### src/rtl/code_lock_if.sv
// Keypad-to-lock bus: key code/strobe from the scanner, lock status back.
// The lock drives the slave side; the scanner side uses master.
interface code_lock_if;
    logic [3:0] N;
    logic       V;
    logic       UNLOCK;
    logic       ALARM;
    logic       ERR;
    logic [2:0] CNT;

    modport master (
        output N,
        output V,
        input  UNLOCK,
        input  ALARM,
        input  ERR,
        input  CNT
    );

    modport slave (
        input  N,
        input  V,
        output UNLOCK,
        output ALARM,
        output ERR,
        output CNT
    );
endinterface

### src/rtl/code_lock.sv
// PIN entry controller with failed-attempt lockout and timed unlock.
// Define LOCK_PROG_EN to allow reprogramming the PIN while the lock is open.
module code_lock #(
    parameter int                    DIGITS         = 4,
    parameter logic [4*DIGITS-1:0]   DEFAULT_CODE   = 16'h1234,
    parameter int                    MAX_TRIES      = 3,
    parameter int                    UNLOCK_CYCLES  = 1000,
    parameter int                    LOCKOUT_CYCLES = 5000
) (
    input  logic         CLK,
    input  logic         RST,
    code_lock_if.slave   bus
);

    localparam int         BW       = 4 * DIGITS;
    localparam int         FW       = $clog2(MAX_TRIES + 1);
    localparam logic [2:0] CNT_FULL = 3'(DIGITS);
    localparam logic [FW-1:0] FAIL_MAX = FW'(MAX_TRIES);

    typedef enum logic [2:0] {
        ENTRY   = 3'd0,
        CHECK   = 3'd1,
        OPEN    = 3'd2,
        LOCKOUT = 3'd3
`ifdef LOCK_PROG_EN
        ,PROG   = 3'd4
`endif
    } state_t;

    state_t          state_reg, state_next;
    logic [BW-1:0]   buf_reg, buf_next;
    logic [2:0]      cnt_reg, cnt_next;
    logic [FW-1:0]   fail_reg, fail_next;
    logic [31:0]     timer_reg, timer_next;
    logic            err_reg, err_next;
    logic [BW-1:0]   code_w;

    // Key decode: only strobed keys count, codes 12..15 fall through as no-ops.
    logic key_digit, key_star, key_enter;
    assign key_digit = bus.V && (bus.N <= 4'd9);
    assign key_star  = bus.V && (bus.N == 4'd10);
    assign key_enter = bus.V && (bus.N == 4'd11);

    logic [BW-1:0] buf_shift;
    logic          cnt_full;
    assign buf_shift = (buf_reg << 4) | BW'(bus.N);
    assign cnt_full  = (cnt_reg == CNT_FULL);

`ifdef LOCK_PROG_EN
    logic [BW-1:0] code_reg, code_next;
    assign code_w = code_reg;
`else
    assign code_w = DEFAULT_CODE;
`endif

    // Per-digit comparison against the stored code.
    logic [DIGITS-1:0] nib_eq;
    generate
        for (genvar gi = 0; gi < DIGITS; gi++) begin : g_nib
            assign nib_eq[gi] = (buf_reg[4*gi +: 4] == code_w[4*gi +: 4]);
        end
    endgenerate

    logic          pin_match;
    logic [FW-1:0] fail_inc;
    assign pin_match = cnt_full && (&nib_eq);
    assign fail_inc  = (fail_reg == FAIL_MAX) ? fail_reg : fail_reg + FW'(1);

    always_ff @(posedge CLK) begin
        if (RST) begin
            state_reg <= ENTRY;
            buf_reg   <= '0;
            cnt_reg   <= '0;
            fail_reg  <= '0;
            timer_reg <= '0;
            err_reg   <= 1'b0;
`ifdef LOCK_PROG_EN
            code_reg  <= DEFAULT_CODE;
`endif
        end else begin
            state_reg <= state_next;
            buf_reg   <= buf_next;
            cnt_reg   <= cnt_next;
            fail_reg  <= fail_next;
            timer_reg <= timer_next;
            err_reg   <= err_next;
`ifdef LOCK_PROG_EN
            code_reg  <= code_next;
`endif
        end
    end

    always_comb begin
        state_next = state_reg;
        buf_next   = buf_reg;
        cnt_next   = cnt_reg;
        fail_next  = fail_reg;
        timer_next = timer_reg;
        err_next   = 1'b0;
`ifdef LOCK_PROG_EN
        code_next  = code_reg;
`endif
        case (state_reg)
            ENTRY: begin
                if (key_digit) begin
                    if (!cnt_full) begin
                        buf_next = buf_shift;
                        cnt_next = cnt_reg + 3'd1;
                    end
                end else if (key_star) begin
                    buf_next = '0;
                    cnt_next = '0;
                end else if (key_enter) begin
                    state_next = CHECK;
                end
            end

            CHECK: begin
                buf_next = '0;
                cnt_next = '0;
                if (pin_match) begin
                    state_next = OPEN;
                    fail_next  = '0;
                    timer_next = 32'(UNLOCK_CYCLES);
                end else begin
                    err_next  = 1'b1;
                    fail_next = fail_inc;
                    if (fail_inc == FAIL_MAX) begin
                        state_next = LOCKOUT;
                        timer_next = 32'(LOCKOUT_CYCLES);
                    end else begin
                        state_next = ENTRY;
                    end
                end
            end

            OPEN: begin
                if (key_enter) begin
                    state_next = ENTRY;
                    timer_next = '0;
                end
`ifdef LOCK_PROG_EN
                else if (key_star) begin
                    state_next = PROG;
                    buf_next   = '0;
                    cnt_next   = '0;
                end
`endif
                else begin
                    timer_next = timer_reg - 32'd1;
                    if (timer_reg == 32'd1)
                        state_next = ENTRY;
                end
            end

            LOCKOUT: begin
                timer_next = timer_reg - 32'd1;
                if (timer_reg == 32'd1) begin
                    state_next = ENTRY;
                    fail_next  = '0;
                end
            end

`ifdef LOCK_PROG_EN
            // Timer is frozen here; leaving always relocks.
            PROG: begin
                if (key_digit) begin
                    if (!cnt_full) begin
                        buf_next = buf_shift;
                        cnt_next = cnt_reg + 3'd1;
                    end
                end else if (key_enter) begin
                    if (cnt_full)
                        code_next = buf_reg;
                    state_next = ENTRY;
                    buf_next   = '0;
                    cnt_next   = '0;
                    timer_next = '0;
                end else if (key_star) begin
                    state_next = ENTRY;
                    buf_next   = '0;
                    cnt_next   = '0;
                    timer_next = '0;
                end
            end
`endif

            default: begin
                state_next = ENTRY;
            end
        endcase
    end

`ifdef LOCK_PROG_EN
    assign bus.UNLOCK = (state_reg == OPEN) || (state_reg == PROG);
`else
    assign bus.UNLOCK = (state_reg == OPEN);
`endif
    assign bus.ALARM = (state_reg == LOCKOUT);
    assign bus.ERR   = err_reg;
    assign bus.CNT   = cnt_reg;

endmodule

### src/flat_wrapper.sv
// flat-port wrapper written by rule: the top's interface ports become plain ports
module code_lock_flat 
#(
    parameter int                    DIGITS         = 4,
    parameter logic [4*DIGITS-1:0]   DEFAULT_CODE   = 16'h1234,
    parameter int                    MAX_TRIES      = 3,
    parameter int                    UNLOCK_CYCLES  = 1000,
    parameter int                    LOCKOUT_CYCLES = 5000
)
  (CLK, RST, bus_N, bus_V, bus_UNLOCK, bus_ALARM, bus_ERR, bus_CNT);
  code_lock_if bus_i ();
  input  logic CLK;
  input  logic RST;
  input wire logic [$bits(bus_i.N)-1:0] bus_N;
  input wire logic [$bits(bus_i.V)-1:0] bus_V;
  output wire logic [$bits(bus_i.UNLOCK)-1:0] bus_UNLOCK;
  output wire logic [$bits(bus_i.ALARM)-1:0] bus_ALARM;
  output wire logic [$bits(bus_i.ERR)-1:0] bus_ERR;
  output wire logic [$bits(bus_i.CNT)-1:0] bus_CNT;
  assign bus_i.N = bus_N;
  assign bus_i.V = bus_V;
  assign bus_UNLOCK = bus_i.UNLOCK;
  assign bus_ALARM = bus_i.ALARM;
  assign bus_ERR = bus_i.ERR;
  assign bus_CNT = bus_i.CNT;
  code_lock #(.DIGITS(DIGITS), .DEFAULT_CODE(DEFAULT_CODE), .MAX_TRIES(MAX_TRIES), .UNLOCK_CYCLES(UNLOCK_CYCLES), .LOCKOUT_CYCLES(LOCKOUT_CYCLES)) u_core (.CLK(CLK), .RST(RST), .bus(bus_i));
endmodule
### config.mk
export PLATFORM = sky130hd
export DESIGN_NAME = code_lock_flat
export DESIGN_NICKNAME = d
export VERILOG_FILES = /design/src/rtl/code_lock_if.sv /design/src/rtl/code_lock.sv /design/src/flat_wrapper.sv
export SDC_FILE = /design/constraint.sdc
export NUM_CORES = 1
export LEC_CHECK = 0
export CAP_MARGIN = 20
export CORE_MARGIN = 2
export CORE_UTILIZATION = 45
export CTS_BUF_LIST = sky130_fd_sc_hd__clkbuf_8
export DETAILED_ROUTE_END_ITERATION = 10
export PLACE_DENSITY_LB_ADDON = 0.1
export SLEW_MARGIN = 20
export SYNTH_ARGS = -nofsm -noshare
export SYNTH_HDL_FRONTEND = slang
export SYNTH_SLANG_ARGS = --single-unit
### constraint.sdc
create_clock -name CLK -period 6 [get_ports CLK]
set_clock_uncertainty 0.1 [all_clocks]
set_input_delay 1.5 -clock CLK [delete_from_list [all_inputs] [get_ports CLK]]
set_output_delay 1.5 -clock CLK [all_outputs]
set_load 0.01 [all_outputs]
* Word-level counts from Yosys, hierarchy flattened
Index checks and enable logic that the tools add are counted.
Storage, ports and cells: register bits after elaboration 57, input port bits 7, output and inout port bits 6, logic and storage cells 71
Cells by class: add/sub/neg operators 3, magnitude comparators 1, equal/unequal tests 20, multiplexer cells 25, bitwise operators 2, reduce and logical (&&, ||, !) cells 14
Operators with widths (count):
- two-way mux 32 bit | 3
- case mux 32 bit (3 select lines) | 1
- two-way mux 16 bit | 3
- equality test 32 x 1 -> 1 bit, second input constant | 1
- case mux 16 bit (2 select lines) | 1
- subtractor 32 x 1 -> 32 bit, second input constant | 1
- two-way mux 3 bit | 9
- OR 16 x 4 -> 16 bit | 1
- case mux 3 bit (4 select lines) | 1
- equality test 4 x 2 -> 1 bit, second input constant | 2
- equality test 4 bit, second input constant | 2
- two-way mux 2 bit | 4
- equality test 3 x 2 -> 1 bit, second input constant | 2
- inequality test 3 x 1 -> 1 bit, second input constant | 2
- case mux 3 bit (2 select lines) | 1
- AND reduction 3 bit | 2
- equality test 2 bit, second input constant | 2
- equality test 4 x 1 -> 1 bit, second input constant | 1
- equality test 4 x 3 -> 1 bit, second input constant | 1
- less-or-equal comparator 4 bit, second input constant | 1
- logical AND 1 bit | 4
- inequality test 2 x 1 -> 1 bit, second input constant | 2
- inequality test 2 bit, second input constant | 2
- case mux 2 bit (2 select lines) | 1
- other kinds (13) | 15

* Depth between registers and ports, before layout
depth in word-level cells 6, depth in mapped cells 9, depth with buffers taken out 7

* Worst setup path after synthesis
No wires, ideal clock.
path kind input-to-reg, start input bus_N[2], end register u_core.buf_reg[10], library setup time 0.117 ns, arrival 2.765 ns, required time 5.783 ns, path slack 3.017 ns, stages 7, path buffers 2, cells stage by stage and4b_1 a21oi_1 a211oi_1 a21o_1 clkbuf_1 buf_2 nor2_1
On the way: cells in the longest elaborated chain, start to end 4, elaborated cells on any way between the ends 9, classes of those cells order compare: 1; eq/ne: 3; mux: 2; reduce/logical: 3
RTL lines:
- start, declared | line flat_wrapper.sv:14 | input wire logic [$bits(bus_i.N)-1:0] bus_N;
- less-or-equal comparator 4 bit / equality test 4 bit (equally long branches) | line code_lock.sv:40, code_lock.sv:41
- logical AND 1 bit, on equally long branches | line code_lock.sv:40, code_lock.sv:41
- inequality test 3 x 1 -> 1 bit (no line), or another cell as far along
- AND reduction 3 bit (no line) / case mux 16 bit (2 select lines) (equally long branches)
- end signal, assigned | line code_lock.sv:82 | buf_reg <= buf_next;
- end, declared | line code_lock.sv:31 | logic [BW-1:0] buf_reg, buf_next;
Parallel ways exist; a longest one is shown, timed or not. A chain may end at the register's enable or synchronous reset.

* Worst setup path after layout
start register u_core.state_reg[1], end output bus_ALARM
On the way: cells in the longest elaborated chain, start to end 1
RTL lines:
- start, declared | line code_lock.sv:30 | state_t state_reg, state_next;
- start signal, assigned | line code_lock.sv:81 | state_reg <= state_next;
- equality test 3 x 2 -> 1 bit | line code_lock.sv:199 | assign bus.ALARM = (state_reg == LOCKOUT);
- end, declared | line flat_wrapper.sv:17 | output wire logic [$bits(bus_i.ALARM)-1:0] bus_ALARM;
Every way passes these cells.

==> key figures <==
Synth
  • Syn Inst Count: 359
  • Synthesized area per cell: 8.33 um2
  • Ys flop type: dfxtp_1
  • Distinct cells, synth: 58
  • Syn Nets: 370
  • Post-synth EDFFs: 0
  • Synth async-reset ratio: 0%
  • Sequential share of the synthesized area: 38.1%
  • Yosys warnings: 0
  • Post-Syn Area: 0.00299 mm2
  • Seq cells post-synth: 57

Place
  • Placed cell count: 430
  • GPL Wtd Cong: 0.770
  • Placed Area: 0.00315 mm2
  • Port Buffers: 12
  • Post-DP HPWL: 4.86 mm

Cells and area
  • Max reg flops: 32
  • Area Growth Syn to Fin: 12.0%
  • Layout cells sized above 1: 9.21%
  • Final nets: 375
  • Finished Layout Cells: 446
  • Final instance area: 0.00335 mm2
  • Commonest non-fill, non-tap cell in the layout: dfxtp_1
  • Filler instances: 638
  • # diodes: 0
  • Commonest cells after routing, fill and taps aside: dfxtp_1 (57), nor2_1 (36), a21oi_1 (30)

Clock tree
  • CTS tree: built
  • Sink Count: 57
  • Post-CTS setup buffer count: 0
  • Clock tree buffer depth: 2
  • Post-CTS Resized: 0
  • Clk_lat worst skew: 0.34 ns
  • Clock slew at reported path FFs: 0.08 ns
  • Num CTS Buffers: 9
  • Root buffer cell: clkbuf_8
  • CTS Hold Bufs: 0
  • H-tree lvl count: 3

GRT
  • GR Overflow Total: 0
  • Antenna violations before repair: 0
  • First-pass GRT wire length: 12.3 mm
  • Vias in the first global route: 2522
  • Largest net degree at the start of global routing: 22
  • Global-route usage over all layers: 21.1%

Detailed routing
  • Drc violations: 0
  • Total vias in the final route: 2765
  • Via density: 6.20
  • Drt wl/cell: 16.2 um
  • DR pass1 iterations: 5
  • Post-DRT Antenna Nets: 0
  • Initial DRC Count: 204
  • Routed wire length: 7.21 mm

Floorplanning
  • Total I/O pin count: 13
  • Std cell rows: 29
  • Die Width: 85.5 um
  • Area of the core: 0.00639 mm2
  • Starting Density: 46.8%
  • Chip Height: 85.5 um
  • Die area: 0.00732 mm2

Timing
  • Fmax: 266 MHz
  • Final setup fails: 0
  • Worst Tran Pin Value: 0.913 ns
  • Final hold violations: 0
  • RSZ-0062 raised after global routing: false
  • Worst hold slack: 0.368 ns
  • Fin crit share: 62.6%
  • Max_slew headroom: 38.9%
  • Setup total negative slack: 0 ns
  • Max-slew violations: 0
  • Minimum clock period: 3.76 ns

Pwr
  • Peak supply drop: 0.200 mV
  • LEAKAGE: 1.18 nW
  • PwrDens: 235 mW/mm2

Flow run
  • Max cap viols: 0

Worst setup path
  • CP Class: reg2out
  • Endpoint class of the critical path: primary output
  • WP data arrival: 2.16 ns
  • Data required time of the critical path: 4.40 ns
  • Worst reg2reg setup slack: 3.30 ns
  • Max FO, Critical Path: 10
  • Worst Reg-to-Reg Cells: 5
  • R2R Path End: u_core.timer_reg[18]$_SDFFE_PP0P_
  • Critical path startpoint category: flip-flop
  • Crit path from: u_core.state_reg[1]$_SDFFE_PP0P_
  • Worst r2r src: u_core.state_reg[1]$_SDFFE_PP0P_

Worst hold path
  • Hold path start: u_core.timer_reg[22]$_SDFFE_PP0P_
  • Worst Hold End: u_core.timer_reg[22]$_SDFFE_PP0P_
  • Hold Path Cell Cnt: 1
  • Worst Hold Class: reg2reg

Run status
  • Status: completed
-- cell type report --
type                    count  area [um2]  area share, %
clock inverters             7        80.1           2.39
clock buffers               9         124           3.70
multi-input cells         269        1720           51.3
well taps                  77        96.3           2.88
repair buffers             16         150           4.48
flip-flops and latches     57        1140           34.1
inverters                  11        41.3           1.23
-- logic make-up after synthesis --
family / synth area share, %
simple gates: 26.4
compound gates: 22.1
flops: 38.1
buf+inv: 4.89
mux: 6.02
fa+ha+maj: 1.67
xor+xnor: 0.586
other cells: 0.125
-- critical path, stage by stage, from the launching register on --
cell and delay, ns:
dfxtp_1 0.54, nor2b_1 0.54, and2_1 0.21, clkdlybuf4s50_1 0.53
-- report_power, final --
group	leakage (nW)	internal (W)	switching (W)
Sequential	0.460	0.000381	0.00000304
Combinational	0.627	0.0000143	0.0000185
Clock	0.0960	0.000195	0.000175
Total	1.18	0.000590	0.000197
-- worst max-delay path by stage --
stage	to	slack [ns]
after floorplan	u_core.buf_reg[10]$_SDFFE_PP0P_	3.02
after global placement	u_core.timer_reg[21]$_SDFFE_PP0P_	2.14
after detailed placement	u_core.timer_reg[22]$_SDFFE_PP0P_	2.06
after CTS	bus_ALARM	2.24
after global routing	bus_ALARM	2.12
final	bus_ALARM	2.24
-- layer usage --
layer | GRT usage [%] | share of wire [%] | wire length, um
met1 | 28.2 | 47 | 3410
met2 | 32.7 | 46 | 3280
met3 | 4.04 | 4.4 | 314
met4 | 10.8 | 2.8 | 202
met5 | 0 | 0 | 0
-- cell usage after synthesis, types with 5 or more instances --
| master | instances | area share [%] |
|---|---|---|
| nand2b_1 | 5 | 1.0 |
| and3_1 | 5 | 1.0 |
| or4_1 | 7 | 1.8 |
| buf_2 | 9 | 1.5 |
| nand3_1 | 14 | 2.3 |
| nand4_1 | 7 | 1.5 |
| clkbuf_1 | 11 | 1.4 |
| nor4_1 | 6 | 1.3 |
| or3_1 | 6 | 1.3 |
| a31oi_1 | 8 | 1.7 |
| mux2i_1 | 18 | 6.0 |
| nor3_1 | 14 | 2.3 |
| nand2_1 | 16 | 2.0 |
| dfxtp_1 | 57 | 38 |
| inv_1 | 11 | 1.4 |
| a21oi_1 | 30 | 5.0 |
| nor2_1 | 36 | 4.5 |
| a41oi_1 | 5 | 1.5 |
| o21ai_0 | 24 | 4.0 |
-- stage by stage --
| stage | total power (W) | setup slack, ns | util (%) |
|---|---|---|---|
| CTS | 0.000795 | 2.24 | 52.4 |
| detailed placement | 0.000425 | 2.06 | 49.3 |
| global route | 0.000819 | 2.12 | 52.4 |
| global placement | 0.000425 | 2.14 | 49.3 |
| finish | 0.000787 | 2.24 | 52.4 |
| floorplan | 0.000412 | 3.02 | - |
No activity file was read; power rests on OpenSTA's default activity.
